File: config.mk
export PLATFORM = sky130hd
export DESIGN_NAME = tour_cmd_seq
export DESIGN_NICKNAME = d
export VERILOG_FILES = /design/src/rtl/tour_cmd_seq.sv
export SDC_FILE = /design/constraint.sdc
export NUM_CORES = 1
export LEC_CHECK = 0
export BUFFER_PORTS_ARGS = -buffer_cell sky130_fd_sc_hd__buf_2
export CORE_MARGIN = 2
export CORE_UTILIZATION = 42
export DETAILED_ROUTE_END_ITERATION = 8
export MAX_ROUTING_LAYER = met4
export PLACE_DENSITY = 0.78
export SETUP_SLACK_MARGIN = 0.05
export SKIP_LAST_GASP = 1
export SLEW_MARGIN = 10
export SYNTH_ARGS = -nofsm -noshare
export SYNTH_HDL_FRONTEND = slang
export SYNTH_SLANG_ARGS = --single-unit
File: constraint.sdc
create_clock -name clk -period 2.9 [get_ports clk]
set_input_delay 0.58 -clock clk [delete_from_list [all_inputs] [get_ports clk]]
set_output_delay 0.58 -clock clk [all_outputs]
set_load 0.02 [all_outputs]
File: src/rtl/tour_cmd_seq.sv
// Knight's-tour replay sequencer: turns each stored one-hot move into a
// vertical-then-horizontal pair of motion commands with a ready/accept handshake.
//
// state  | meaning
// IDLE   | waiting for start_tour
// VERT   | vertical leg command offered (cmd_rdy high)
// WAIT_V | vertical leg accepted, waiting for execution response
// HORZ   | horizontal leg command offered (cmd_rdy high)
// WAIT_H | horizontal leg accepted, waiting for response, then next move
module tour_cmd_seq #(
  parameter int NUM_MOVES = 24
) (
  input  logic        clk,
  input  logic        rst_n,
  input  logic        start_tour,
  input  logic [7:0]  move,
  output logic [4:0]  mv_indx,
  output logic [15:0] cmd,
  output logic        cmd_rdy,
  input  logic        clr_cmd_rdy,
  input  logic        send_resp,
  output logic [7:0]  resp,
  output logic        tour_done,
  output logic        tour_err
);

  localparam logic [2:0] IDLE   = 3'd0;
  localparam logic [2:0] VERT   = 3'd1;
  localparam logic [2:0] WAIT_V = 3'd2;
  localparam logic [2:0] HORZ   = 3'd3;
  localparam logic [2:0] WAIT_H = 3'd4;

  localparam logic [4:0] LAST_IDX = 5'(NUM_MOVES - 1);

  logic [2:0]  state, nxt_state;
  logic [4:0]  nxt_indx;
  logic        move_ok, last_mv;
  logic        dy_pos, dy_two, dx_neg, dx_two;
  logic [15:0] vert_cmd, horz_cmd;

  assign move_ok = (move != 8'h00) && ((move & (move - 8'd1)) == 8'h00);
  assign last_mv = (mv_indx == LAST_IDX);

  // Per-bit masks derived from the move table; only valid when move is one-hot.
  assign dy_pos = |(move & 8'b1000_0111);
  assign dy_two = |(move & 8'b0011_0011);
  assign dx_neg = |(move & 8'b0001_1110);
  assign dx_two = |(move & 8'b1100_1100);

  assign vert_cmd = {4'h2, (dy_pos ? 8'h00 : 8'h7F), (dy_two ? 4'd2 : 4'd1)};
  assign horz_cmd = {4'h3, (dx_neg ? 8'h3F : 8'hBF), (dx_two ? 4'd2 : 4'd1)};

  always_comb begin
    nxt_state = state;
    nxt_indx  = mv_indx;
    cmd       = 16'h0000;
    cmd_rdy   = 1'b0;
    resp      = 8'hA5;
    tour_done = 1'b0;
    tour_err  = 1'b0;
    case (state)
      IDLE: begin
        if (start_tour) begin
          nxt_indx  = 5'd0;
          nxt_state = VERT;
        end
      end
      VERT: begin
        if (move_ok) begin
          cmd     = vert_cmd;
          cmd_rdy = 1'b1;
          if (clr_cmd_rdy) nxt_state = WAIT_V;
        end else begin
          tour_err  = 1'b1;
          nxt_state = IDLE;
        end
      end
      WAIT_V: begin
        if (send_resp) nxt_state = HORZ;
      end
      HORZ: begin
        cmd     = horz_cmd;
        cmd_rdy = 1'b1;
        if (clr_cmd_rdy) nxt_state = WAIT_H;
      end
      WAIT_H: begin
        if (last_mv) resp = 8'h5A;
        if (send_resp) begin
          if (last_mv) begin
            tour_done = 1'b1;
            nxt_state = IDLE;
          end else begin
            nxt_indx  = mv_indx + 5'd1;
            nxt_state = VERT;
          end
        end
      end
      default: nxt_state = IDLE;
    endcase
  end

  always_ff @(posedge clk or negedge rst_n) begin
    if (!rst_n) begin
      state   <= IDLE;
      mv_indx <= 5'd0;
    end else begin
      state   <= nxt_state;
      mv_indx <= nxt_indx;
    end
  end

endmodule

### Yosys cells after proc, flatten, opt, wreduce, memory -nomap -nowiden

Index checks and enable logic that the tools add are counted.
Widths: inputs -> output; s select.

| cells by class | value |
|---|---|
| reduce and logical (&&, ||, !) cells | 11 |
| multiplexer cells | 27 |
| add/subtract/negate cells | 2 |
| equality and inequality tests | 11 |
| bitwise logic cells | 1 |

Operators by type and width:

| kind | number |
|---|---|
| $pmux 16 s2 | 1 |
| $mux 8 | 3 |
| $mux 3 | 6 |
| $reduce_or 4->1 | 4 |
| $mux 5 | 3 |
| $pmux 3 s5 | 1 |
| $mux 14 | 1 |
| $ne 2x2->1 const B | 5 |
| $pmux 5 s2 | 1 |
| $and 8x8->8 | 1 |
| $logic_not 8->1 | 1 |
| $reduce_bool 8->1 | 1 |
| $sub 8x1->8 const B | 1 |
| $mux 1 | 7 |
| $mux 7 | 1 |
| $eq 3x2->1 const B | 2 |
| $add 5x1->5 const B | 1 |
| $eq 5x5->1 const B | 1 |
| $reduce_and 5->1 | 1 |
| $mux 2 | 2 |
| $reduce_and 4->1 | 1 |
| $eq 3x1->1 const B | 1 |
| $eq 3x3->1 const B | 1 |
| $logic_not 3->1 | 1 |
| 4 further kinds | 4 |

| word-level totals | value |
|---|---|
| bits in registers | 8 |
| input bits | 13 |

### Longest topological paths before layout

| logic depth | value |
|---|---|
| depth after elaboration | 6 |
| mapped depth | 6 |

### Least setup slack after synthesis

OpenSTA, ideal clock, no wires.

| timing | value |
|---|---|
| path kind | flip-flop to output port |
| start point | register mv_indx[0] |
| end point | output resp[2] |
| cell stages (with the launch flop) | 6 |
| required time | 2.320 ns |
| setup slack | -0.157 ns |
| data arrival time | 2.477 ns |
| path buffers | 1 |
| cells stage by stage | dfrtp_1 > ha_1 > nand4_1 > nor4_1 > inv_1 > buf_4 |

| between the ends | value |
|---|---|
| word-level cells in the longest chain between the ends | 3 |

Ends and longest elaborated chain:

| what | line | source |
|---|---|---|
| start, declared | 17 | `output logic [4:0] mv_indx,` |
| start signal, assigned | 108 | `mv_indx <= nxt_indx;` |
| $eq 5x5->1 | 42 | `assign last_mv = (mv_indx == LAST_IDX);` |
| $mux 8 | 87 | `if (last_mv) resp = 8'h5A;` |
| $mux 8 | 61 | `case (state)` |
| end, declared | 22 | `output logic [7:0] resp,` |

Every way passes these cells.

### Worst setup path after layout

| timing | value |
|---|---|
| start point | input move[3] |
| end point | output cmd[4] |

| between the ends | value |
|---|---|
| word-level cells in the longest chain between the ends | 6 |

Ends and longest elaborated chain:

| what | line | source |
|---|---|---|
| start, declared | 16 | `input logic [7:0] move,` |
| $sub 8x1->8 | 41 | `assign move_ok = (move != 8'h00) && ((move & (move - 8'd1)) == 8'h00);` |
| $and 8x8->8 | 41 |  |
| $logic_not 8->1 | 41 |  |
| $logic_and 1x1->1 * | 41 |  |
| $mux 14 * | 69 | `if (move_ok) begin` |
| $pmux 16 s2 * | 61 |  |
| end, declared | 18 | `output logic [15:0] cmd,` |

Mark *: on every way between the ends. The rest lies on a longest branch, timed or not.

==> flow_summary.ini <==
[floorplanning]
initial_utilization_pct = 44.3
fp.dieArea_mm2 = 0.00218
dieWidth_um = 46.7
ios = 45
placement_rows = 15
floorplan.core_area_mm2 = 0.00173
chipHeight_um = 46.7

[timing]
period_minus_ws_final_ps = 2610
hold_viol = 0
fmax_mhz = 384
timing.slew.headroom_pct = 64.6
final.setup_skew_ps = 14.2
finalSetupTns_ps = 0
timing.final.setup_violations = 0
period_share_pct = 89.8
rsz0062_at_grt = false
total_count_of_max_transition_violations_in_the_final_report = 0
timing_worst_slew_pin_value_ps = 529

[setup_path]
regToRegStartpoint = mv_indx[0]
cpMostUsedCell = sky130_fd_sc_hd__buf_2
cp_data_required_time_ps = 2320
worst_setup_path_type = in -> out
worst_path_largest_cell_delay_ps = 550
timing.reg2reg.worst_path_depth = 5
startpoint_type = input pin
worstPathCellList = buf_2, or4_4, o22ai_2, nor3_2, a41o_2, buf_2
critical-path-slowest-cell = sky130_fd_sc_hd__or4_4
cp_max_fo = 8
crit-reg2reg-capture = mv_indx[4]
end_kind = primary output
timing.critical_path.arrival_ps = 2030
setup.reg_to_reg.worst_slack_ps = 1040

[drt]
first_iter_violations = 13
detail_route.wirelength_um = 1750
remaining_drc_errors = 0
via_count = 782
detail_route.first_pass.iterations = 4
ant_nets = 0
average_via_count_per_standard_cell = 5.25
detail_route.wl_per_cell_um = 11.7

[cells_and_area]
final_nets = 140
fillers = 175
finish.cell_count_without_fillers = 149
drive_gt1_share_pct = 45.2
total_inserted_antenna_cells = 0
areaGrowthSynthToFinish_pct = 18.5

[synth]
synth_top_area_share_pct = 26.1
synth_enable_flop_cells = 0
main_flop_type_after_synthesis = sky130_fd_sc_hd__dfrtp_1
netlist.top_cell.by_area = sky130_fd_sc_hd__dfrtp_1
syn-instance-count = 96
avgSynthCellArea_um2 = 7.98
synth_commonest_cells = 16 x sky130_fd_sc_hd__buf_4, 11 x sky130_fd_sc_hd__nor2_1, 8 x sky130_fd_sc_hd__dfrtp_1, 8 x sky130_fd_sc_hd__nand2_1, 7 x sky130_fd_sc_hd__o21ai_0
dominant_cell_by_count_in_the_synthesized_netlist = sky130_fd_sc_hd__buf_4
ys.warnings.count = 0
async_reset_ff_share_pct = 100
post_synthesis_cell_area_um2 = 766
synth.lib_cells_used.distinct = 34
synth.top_cells.by_area = sky130_fd_sc_hd__dfrtp_1 26%, sky130_fd_sc_hd__buf_4 16%, sky130_fd_sc_hd__nor2_1 5.4%
synth_seq_cells = 8
yosysSeqAreaShare_pct = 26.1

[clock_network]
clock_tree.buffer_depth = 2
holdBufCountCts = 0
numClockSinks = 8
clock_tree.root_cell = sky130_fd_sc_hd__clkbuf_4
cts_htree_levels = 1
cts_tree = yes
cts_repair_resizes = 0
number_of_buffers_added_for_setup_after_cts = 0
clock_latency_ps = 260
clock_transition_at_the_register_clock_pins_on_the_worst_setup_and_hold_paths_after_cts_ps = 60
numCtsBuffers = 3

[hold_path]
hold_path.class = in -> async

[placement]
buffer_ports.inserted = 40
place.detailed.hpwl_um = 1380
routabilityCongestion = 0.790
dpl.cell_count = 146

[power]
p_leak_uw = 0.000483
vdd_ir_drop_max_v = 0.000146
power_density_mw_per_mm2 = 296

[run]
maxCapViolations = 0

[grt]
grt_antenna_before_repair = 0
global_route_wire_length_before_repair_um = 2560
grt_max_degree = 11
globalRouteOverflowTotal = 0
number_of_global_route_vias_before_repair = 637
grtUsageTotal_pct = 17.0

[status]
status = complete, no violations
-- worst max-delay path, delay by kind of cell --
kind                   cells  cell delay [ps]
AND/OR/NAND/NOR            2              660
AO/OA/AOI/OAI              2              500
buffers and inverters      2              290
-- where the power goes --
| group | switching, uW | total, uW | internal (uW) |
|---|---|---|---|
| combinational | 41.5 | 63.5 | 22.0 |
| clock | 37.9 | 85.3 | 47.4 |
| sequential | 5.59 | 120 | 114 |
-- cell type report --
cell class                 count  area (um2)  area share (%)
timing repair buffer          40         200            22.1
sequential                     8         200            22.1
clock buffer                   3        22.5            2.48
tap                           25        31.3            3.45
multi-input combinational     71         445            49.1
inverter                       2        7.51           0.828
-- logic make-up (layout without fill, tap and decap cells) --
logic type / count (synthesis) / after routing / share of synthesized area [%]
other: 1 / 4 / 0.490
buffers and inverters: 20 / 45 / 18.0
DFF: 8 / 8 / 26.1
AOI/OAI and AO/OA: 23 / 23 / 22.5
and+or+nand+nor: 42 / 42 / 29.7
muxes: 1 / 1 / 1.47
adders and majority gates: 1 / 1 / 1.63
-- placed cells by master (no fill, tap or decap), drive strengths merged --
cell,instances
or2,3
a2bb2o,1
nand3,3
o41ai,1
nor3,4
or3b,1
a41o,2
o21ai,7
nand4,1
and2,1
a211oi,1
nand2,8
and3,1
or4,2
a31oi,1
ha,1
a21oi,3
o211ai,1
inv,2
o21a,1
conb,4
buf,40
nand2b,3
nor4,2
a221o,1
o22ai,1
dfrtp,8
mux2,1
nor2,11
and4,1
clkbuf,3
nor2b,1
a32o,3
-- metal layers --
layer	global-route usage (%)	vias to the layer above	share of wire (%)
met5	-	-	0
met4	8.33	0	0.46
met3	2.35	2	8.0
met2	27.8	36	49
met1	20.2	352	42
li1	-	392	-
-- stage by stage --
stage / total power [uW] / util [%] / cell area, um2 / hold WS (ps) / setup slack [ps]
after detailed placement: 185 / 51.2 / 885 / 431 / 300
after global placement: 183 / 51.2 / 885 / 431 / 337
after global routing: 285 / 52.5 / 907 / 161 / 264
after floorplan: 164 / - / 783 / 284 / 299
final: 269 / 52.5 / 907 / 154 / 295
after CTS: 273 / 52.5 / 907 / 154 / 299
-- worst max path at each step --
| stage | depth (start not counted) | endpoint | slack [ps] | startpoint |
|---|---|---|---|---|
| after floorplan | 5 | resp[2] | 300 | mv_indx[0] |
| after global placement | 6 | cmd[4] | 340 | move[3] |
| after detailed placement | 6 | cmd[4] | 300 | move[3] |
| after CTS | 6 | cmd[4] | 300 | move[3] |
| after global routing | 6 | cmd[5] | 260 | move[3] |
| final | 6 | cmd[4] | 290 | move[3] |
-- sequential cells by signal, indices dropped and copies added, names as in the netlist --
| signal | count |
|---|---|
| mv_indx | 5 |
| state | 3 |
Note: power is estimated with default switching activity, not from simulation.
